<file path="src/rtl/ebi_rx_deframer.sv">
// rtl/ebi_rx_deframer.sv - receive-side deframer for one off-die EBI lane
//
// Rebuilds one channel message from framed wire beats:
//   start (bit0=1), id {vc,ch}, data beats with a parity beat after every
//   PARITY_LENGTH data beats (and after the last data beat), end (bit0=1).
// A clean frame is offered to the VC buffer and acknowledged with a SUCCESS
// credit on the handshake cycle; a parity or framing error discards the
// message and issues a FAILURE credit instead.
//
// Ports:
//   clk, rst      clock, asynchronous active-high reset
//   phy_vld_i     wire beat valid (low cycles are ignored)
//   phy_data_i    wire beat payload
//   msg_vld_o     rebuilt message valid, held until msg_rdy_i
//   msg_rdy_i     VC buffer accepts message
//   msg_o         rebuilt message
//   ch_id_o       channel id
//   vc_id_o       virtual channel id
//   credit_vld_o  one-cycle credit strobe
//   credit_o      0 = none, 1 = SUCCESS, 2 = FAILURE
//   proto_err_o   one-cycle pulse: beat arrived while a credit was pending

module ebi_rx_deframer #(
`ifdef SYNTHESIS
    parameter int OFF_DIE_WD    = 1,
`else
    parameter int OFF_DIE_WD    = 32,
`endif
    parameter int MSG_LEN       = 80,
    parameter int PARITY_LENGTH = 8,
    parameter int VC_W          = 2,
    parameter int CH_W          = 4
) (
    input  logic                  clk,
    input  logic                  rst,
    input  logic                  phy_vld_i,
    input  logic [OFF_DIE_WD-1:0] phy_data_i,
    output logic                  msg_vld_o,
    input  logic                  msg_rdy_i,
    output logic [MSG_LEN-1:0]    msg_o,
    output logic [CH_W-1:0]       ch_id_o,
    output logic [VC_W-1:0]       vc_id_o,
    output logic                  credit_vld_o,
    output logic [1:0]            credit_o,
    output logic                  proto_err_o
);

    localparam int NB   = (MSG_LEN + OFF_DIE_WD - 1) / OFF_DIE_WD;
    localparam int BC_W = $clog2(NB + 1);
    localparam int GC_W = $clog2(PARITY_LENGTH + 1);

    localparam logic [1:0] CREDIT_NONE    = 2'd0;
    localparam logic [1:0] CREDIT_SUCCESS = 2'd1;
    localparam logic [1:0] CREDIT_FAILURE = 2'd2;

    typedef enum logic [1:0] {
        RECV_IDLE     = 2'd0,
        GET_VC_NUM    = 2'd1,
        RECV_MESSSAGE = 2'd2,
        MAKE_CREDIT   = 2'd3
    } recv_state_t;

    recv_state_t               state_q, state_d;
    logic [MSG_LEN-1:0]        msg_q;
    logic [CH_W-1:0]           ch_q;
    logic [VC_W-1:0]           vc_q;
    logic [BC_W-1:0]           beat_cnt;
    logic [GC_W-1:0]           grp_cnt;
    logic [OFF_DIE_WD-1:0]     acc_q;
    logic                      err_q;
    logic                      msg_vld_q;
    logic                      proto_err_q;
    logic [CH_W+VC_W-1:0]      id_bits;

    // Sub-phase inside RECV_MESSSAGE is implied by the counters: a parity beat
    // is due once a group is full or once all data beats are in with a
    // non-empty group; with all data in and the group flushed, the end beat.
    logic last_data_done;
    logic in_parity;
    logic in_end;

    assign last_data_done = (beat_cnt == BC_W'(NB));
    assign in_parity      = (grp_cnt == GC_W'(PARITY_LENGTH)) ||
                            (last_data_done && (grp_cnt != '0));
    assign in_end         = last_data_done && (grp_cnt == '0);

    always_comb begin
        id_bits = '0;
        for (int i = 0; i < CH_W + VC_W; i++) begin
            if (i < OFF_DIE_WD) id_bits[i] = phy_data_i[i];
        end
    end

    // State register
    always_ff @(posedge clk or posedge rst) begin
        if (rst) state_q <= RECV_IDLE;
        else     state_q <= state_d;
    end

    // Next-state logic
    always_comb begin
        state_d = state_q;
        case (state_q)
            RECV_IDLE:     if (phy_vld_i && phy_data_i[0]) state_d = GET_VC_NUM;
            GET_VC_NUM:    if (phy_vld_i) state_d = RECV_MESSSAGE;
            RECV_MESSSAGE: if (phy_vld_i && in_end) state_d = MAKE_CREDIT;
            MAKE_CREDIT:   if (err_q || msg_rdy_i) state_d = RECV_IDLE;
            default:       state_d = RECV_IDLE;
        endcase
    end

    // Output logic: the credit strobe coincides with the message handshake
    // (or fires immediately when the frame was bad).
    always_comb begin
        credit_vld_o = 1'b0;
        credit_o     = CREDIT_NONE;
        if (state_q == MAKE_CREDIT) begin
            if (err_q) begin
                credit_vld_o = 1'b1;
                credit_o     = CREDIT_FAILURE;
            end else if (msg_rdy_i) begin
                credit_vld_o = 1'b1;
                credit_o     = CREDIT_SUCCESS;
            end
        end
    end

    // Datapath: message assembly, parity accumulation, error tracking
    always_ff @(posedge clk or posedge rst) begin
        if (rst) begin
            msg_q       <= '0;
            ch_q        <= '0;
            vc_q        <= '0;
            beat_cnt    <= '0;
            grp_cnt     <= '0;
            acc_q       <= '0;
            err_q       <= 1'b0;
            msg_vld_q   <= 1'b0;
            proto_err_q <= 1'b0;
        end else begin
            proto_err_q <= (state_q == MAKE_CREDIT) && phy_vld_i;
            if (msg_vld_q && msg_rdy_i) msg_vld_q <= 1'b0;

            if (phy_vld_i) begin
                case (state_q)
                    RECV_IDLE: begin
                        if (phy_data_i[0]) err_q <= 1'b0;
                    end
                    GET_VC_NUM: begin
                        ch_q     <= id_bits[CH_W-1:0];
                        vc_q     <= id_bits[CH_W+VC_W-1:CH_W];
                        beat_cnt <= '0;
                        grp_cnt  <= '0;
                        acc_q    <= '0;
                        err_q    <= 1'b0;
                    end
                    RECV_MESSSAGE: begin
                        if (in_end) begin
                            err_q     <= err_q | ~phy_data_i[0];
                            msg_vld_q <= ~err_q & phy_data_i[0];
                        end else if (in_parity) begin
                            if (phy_data_i != acc_q) err_q <= 1'b1;
                            acc_q   <= '0;
                            grp_cnt <= '0;
                        end else begin
                            // Bits of the last beat beyond MSG_LEN are dropped.
                            for (int j = 0; j < MSG_LEN; j++) begin
                                if ((j / OFF_DIE_WD) == int'(beat_cnt))
                                    msg_q[j] <= phy_data_i[j % OFF_DIE_WD];
                            end
                            acc_q    <= acc_q ^ phy_data_i;
                            grp_cnt  <= grp_cnt + GC_W'(1);
                            beat_cnt <= beat_cnt + BC_W'(1);
                        end
                    end
                    default: ;
                endcase
            end
        end
    end

    assign msg_vld_o   = msg_vld_q;
    assign msg_o       = msg_q;
    assign ch_id_o     = ch_q;
    assign vc_id_o     = vc_q;
    assign proto_err_o = proto_err_q;

endmodule
</file>
<file path="config.mk">
export PLATFORM = sky130hd
export DESIGN_NAME = ebi_rx_deframer
export DESIGN_NICKNAME = d
export VERILOG_FILES = /design/src/rtl/ebi_rx_deframer.sv
export SDC_FILE = /design/constraint.sdc
export NUM_CORES = 1
export LEC_CHECK = 0
export BUFFER_PORTS_ARGS = -buffer_cell sky130_fd_sc_hd__buf_4
export CAP_MARGIN = 20
export CORE_MARGIN = 3
export CORE_UTILIZATION = 45
export CTS_CLUSTER_SIZE = 28
export DETAILED_ROUTE_END_ITERATION = 7
export HOLD_SLACK_MARGIN = 0.06
export PLACE_DENSITY_LB_ADDON = 0.3
export SLEW_MARGIN = 20
export SYNTH_ARGS = -nofsm -noshare
export SYNTH_HDL_FRONTEND = slang
export SYNTH_SLANG_ARGS = --single-unit
export TNS_END_PERCENT = 5
</file>
<file path="constraint.sdc">
create_clock -name clk -period 6.1 [get_ports clk]
set_input_delay 1.22 -clock clk [delete_from_list [all_inputs] [get_ports clk]]
set_output_delay 1.22 -clock clk [all_outputs]
set_load 0.02 [all_outputs]
</file>
After elaboration in Yosys (flattened, before gate mapping)
Cells that the tools add are included.
- add/subtract/negate cells: 2
- multiply operators: 0
- divide/modulo/power cells: 0
- $lt $le $gt $ge: 0
- equality and inequality tests: 94
- shifts and indexed selects: 0
- muxes and demuxes: 29
- bitwise gates (word level): 7
- reductions and logical operators: 99
- operators by type and width (kind ; number):
    $reduce_and 5->1 ; 81
    $eq 7x7->1 const A ; 48
    $eq 6x7->1 const A ; 16
    $eq 5x7->1 const A ; 8
    $eq 4x7->1 const A ; 4
    $eq 3x7->1 const A ; 2
    $mux 1 ; 14
    $mux 7 ; 2
    $ne 2x2->1 const B ; 7
    $pmux 7 s2 ; 1
    $mux 2 ; 6
    $mux 4 ; 2
    $pmux 2 s4 ; 1
    $pmux 4 s2 ; 1
    $reduce_and 4->1 ; 2
    $add 7x1->7 const B ; 1
    $eq 2x7->1 const A ; 1
    $eq 7x7->1 const B ; 1
    $logic_not 7->1 ; 1
    $logic_and 1x1->1 ; 6
    $ne 3x3->1 const B ; 2
    $add 4x1->4 const B ; 1
    $eq 2x2->1 const B ; 2
    $eq 4x4->1 const B ; 1
    other kinds (16) ; 20
- flip-flop bits (word level): 98
- latch bits: 0
- RAM bits: 0
- ROM bits: 0
- bits of input ports: 5
- word-level logic and storage cells: 319
- memories: 0

Longest topological paths before layout
- depth in word-level cells: 6
- depth in mapped cells: 9

Least setup slack after synthesis
No wires, ideal clock.
- kind: input-to-output
- from: input msg_rdy_i
- to: output credit_o[0]
- arrival: 1.545 ns
- required time: 4.880 ns
- slack: 3.335 ns
- stages: 2
- buffers on the path: 0
- cell sequence: inv_1 > nor2_1
- longest elaborated chain between the ends: 3
- ends and longest elaborated chain (element ; RTL line ; RTL):
    from (decl) ; 39 ; input logic msg_rdy_i,
    $mux 1 ; 121 ; end else if (msg_rdy_i) begin
    $mux 2 ; 118 ; if (err_q) begin
    $mux 2 ; 117 ; if (state_q == MAKE_CREDIT) begin
    to (decl) ; 44 ; output logic [1:0] credit_o,
No other way between the ends.

Worst setup path after layout
- from: input msg_rdy_i
- to: output credit_vld_o
- longest elaborated chain between the ends: 3
- ends and longest elaborated chain (element ; RTL line ; RTL):
    $mux 1 ; 121 ;
    $mux 1 ; 118 ;
    $mux 1 ; 117 ;
    to (decl) ; 43 ; output logic credit_vld_o,
No other way between the ends.

==> flow_metrics.env <==
export IMPL_drc=0
export IMPL_fin_util_pct=55.05
export IMPL_synth_top_area_share_pct=49.10
export IMPL_drt_wl_total_mm=10.83
export IMPL_hold_start="msg_o[21]"
export IMPL_startpoint_type="input pin"
export IMPL_ys_seq_area_share_pct=49.10
export IMPL_crit_path_end_kind="primary output"
export IMPL_cts_max_level=3
export IMPL_r2r_start="state_q[0]"
export IMPL_r2r_setup_slack_ns=3.35
export IMPL_finalPower_mw=1.794
export IMPL_cts_tree="done"
export IMPL_hold_violations=0
export IMPL_cts_root_buf="clkbuf_8"
export IMPL_synth_warnings=0
export IMPL_cp_required_ns=4.88
export IMPL_die_area_sq_um=12400
export IMPL_hp_class="reg -> reg"
export IMPL_cts_hold_buffers=0
export IMPL_gp_congestion=0.8019
export IMPL_path_clk_slew_ns=0.09
export IMPL_fmax_mhz=347.8
export IMPL_synthCells=429
export IMPL_cts_buffers=9
export IMPL_leakage_nw=2.929
export IMPL_clk_latency_ns=0.36
export IMPL_track_usage_pct=18.11
export IMPL_layout_drive_gt1_share_pct=38.46
export IMPL_ys_flop_type="dfrtp_1"
export IMPL_power_density_nw_per_um2=308.8
export IMPL_slew_violations=0
export IMPL_period_share_pct=47.13
export IMPL_grt_pass1_wl_mm=18.27
export IMPL_cts_sinks=98
export IMPL_rsz0062_at_grt="no"
export IMPL_firstDrtPassIters=6
export IMPL_synth_edff_count=0
export IMPL_start_util_pct=47.32
export IMPL_mostFrequentLayoutCells="98 x dfrtp_1, 91 x buf_4, 89 x nand2_1, 40 x mux2_4, 35 x mux2_2"
export IMPL_tns_ns=0
export IMPL_portBuffers=90
export IMPL_gr_total_overflow=0
export IMPL_syn_area_per_cell_sq_um=11.64
export IMPL_core_area_sq_um=10560
export IMPL_netlist_area_sq_um=4995
export IMPL_critPathKind="in -> out"
export IMPL_skew_ns=0.007469
export IMPL_ios=96
export IMPL_die_x_um=111.4
export IMPL_min_path_cells=1
export IMPL_vias=3392
export IMPL_wl_per_cell_um=16.85
export IMPL_ys_async_sr_fraction_pct=100.0
export IMPL_worstRegToRegCells=5
export IMPL_fin_nets=519
export IMPL_clockBufferDepth=2
export IMPL_fillers=944
export IMPL_fin_hold_ws_ns=0.5089
export IMPL_ys_ff_latch=98
export IMPL_min_to="msg_o[21]"
export IMPL_final_common_cell="dfrtp_1"
export IMPL_antennaDiodeCount=0
export IMPL_postCtsSetupBuffers=0
export IMPL_drtAntennaViolNets=0
export IMPL_antenna_found_initial=0
export IMPL_slew_headroom_pct=35.20
export IMPL_synth_distinct_cells=53
export IMPL_run_status="finished clean"
export IMPL_yosys_area_top_type="dfrtp_1"
export IMPL_arrival_ns=1.66
export IMPL_grt_max_degree=88
export IMPL_fin_crit_ns=2.875
export IMPL_synth_area_leaders="dfrtp_1 49%, mux2_4 12%, mux2_2 7.9%, nand2_1 6.7%, ha_1 2.8%"
export IMPL_grt_pass1_vias=3426
export IMPL_die_y_um=111.4
export IMPL_setup_violations=0
export IMPL_area_growth_pct=16.33
export IMPL_cts_repair_resized=0
export IMPL_max_cap_violations=0
export IMPL_worst_pin_slew_ns=0.9721
export IMPL_ir_worst_vdd_uv=185.5
export IMPL_first_iter_violations=234
export IMPL_num_rows=37
export IMPL_vias_per_cell=5.275
export IMPL_worstPathMaxFanout=4
export IMPL_r2r_end="msg_o[53]"
export IMPL_dp_hpwl_mm=7.272
[final cells by class]
class	instances	area, sq um	area share, %
clock buffers	11	151.4	2.606
well taps	136	170.2	2.929
inverters	12	47.55	0.8183
repair buffers	91	683.2	11.76
flip-flops and latches	98	2452	42.20
clock inverters	4	26.28	0.4522
multi-input cells	291	2280	39.23
[metal layers]
layer  global-route usage [%]  vias to the layer above  share of wire, %
li1                         -                     1590                 -
met1                    25.66                     1683                46
met2                    28.59                      109                47
met3                    3.478                       10               6.0
met4                    5.109                        0               1.2
met5                        0                        -                 0
[cells in the mapped netlist (4+ instances only)]
library cell  count
ha_1             11
nand2b_1          4
dfrtp_1          98
a21oi_1           6
nor3_2            4
nand3b_1          4
clkbuf_1         10
mux2_4           40
inv_1            12
buf_6            11
nand3_1           4
mux2_1            9
o21ai_0           5
a22o_1            4
mux2_2           35
nand2_1          89
buf_4             7
nor2_1           23
o2111a_1          4
[worst max path at each step]
stage,startpoint,endpoint,slack [ns],cells after the start
final,msg_rdy_i,credit_vld_o,3.22,3
after global routing,state_q[0],msg_o[38],3.13,5
after CTS,msg_rdy_i,credit_vld_o,3.22,3
after detailed placement,msg_rdy_i,credit_vld_o,3.22,3
after global placement,msg_rdy_i,credit_vld_o,3.24,3
after floorplan,rst,acc_q,2.32,1
[per-stage QoR]
| stage | worst slack [ns] | std cells | instance area, sq um |
|---|---|---|---|
| after floorplan | 2.318 | 433 | 5010 |
| after global placement | 3.236 | 628 | 5633 |
| after detailed placement | 3.223 | 628 | 5633 |
| after CTS | 3.219 | 643 | 5811 |
| after global routing | 3.127 | 643 | 5811 |
| final | 3.225 | 643 | 5811 |
[kinds of logic after synthesis]
logic type / count (synthesis) / synth area share [%]
AOI/OAI and AO/OA: 34 / 5.235
xor gates and xnor gates: 1 / 0.1754
adders and majority gates: 11 / 2.755
buffers and inverters: 44 / 5.561
DFF: 98 / 49.10
muxes: 85 / 22.14
other: 1 / 0.07508
and+or+nand+nor: 155 / 14.95
[power by group]
part	switching [mW]	total (mW)	internal, mW	leakage, nW
clock	0.223	0.392	0.169	0.0916
combinational	0.354	0.586	0.232	1.50
sequential	0.0788	0.817	0.738	1.34
total	0.655	1.79	1.14	2.93
[state kept, by name (all words and copies together) (netlist names)]
name and cells:
acc_q 1, beat_cnt 7, ch_id_o 1, err_q 1, grp_cnt 4, msg_o 80
msg_vld_o 1, proto_err_o 1, state_q 2
[worst max-delay path, cell delays in order]
cell and delay (ns):
buf_4 0.12, o21a_1 0.16, buf_4 0.15
Power figures use the tool's default switching activity.
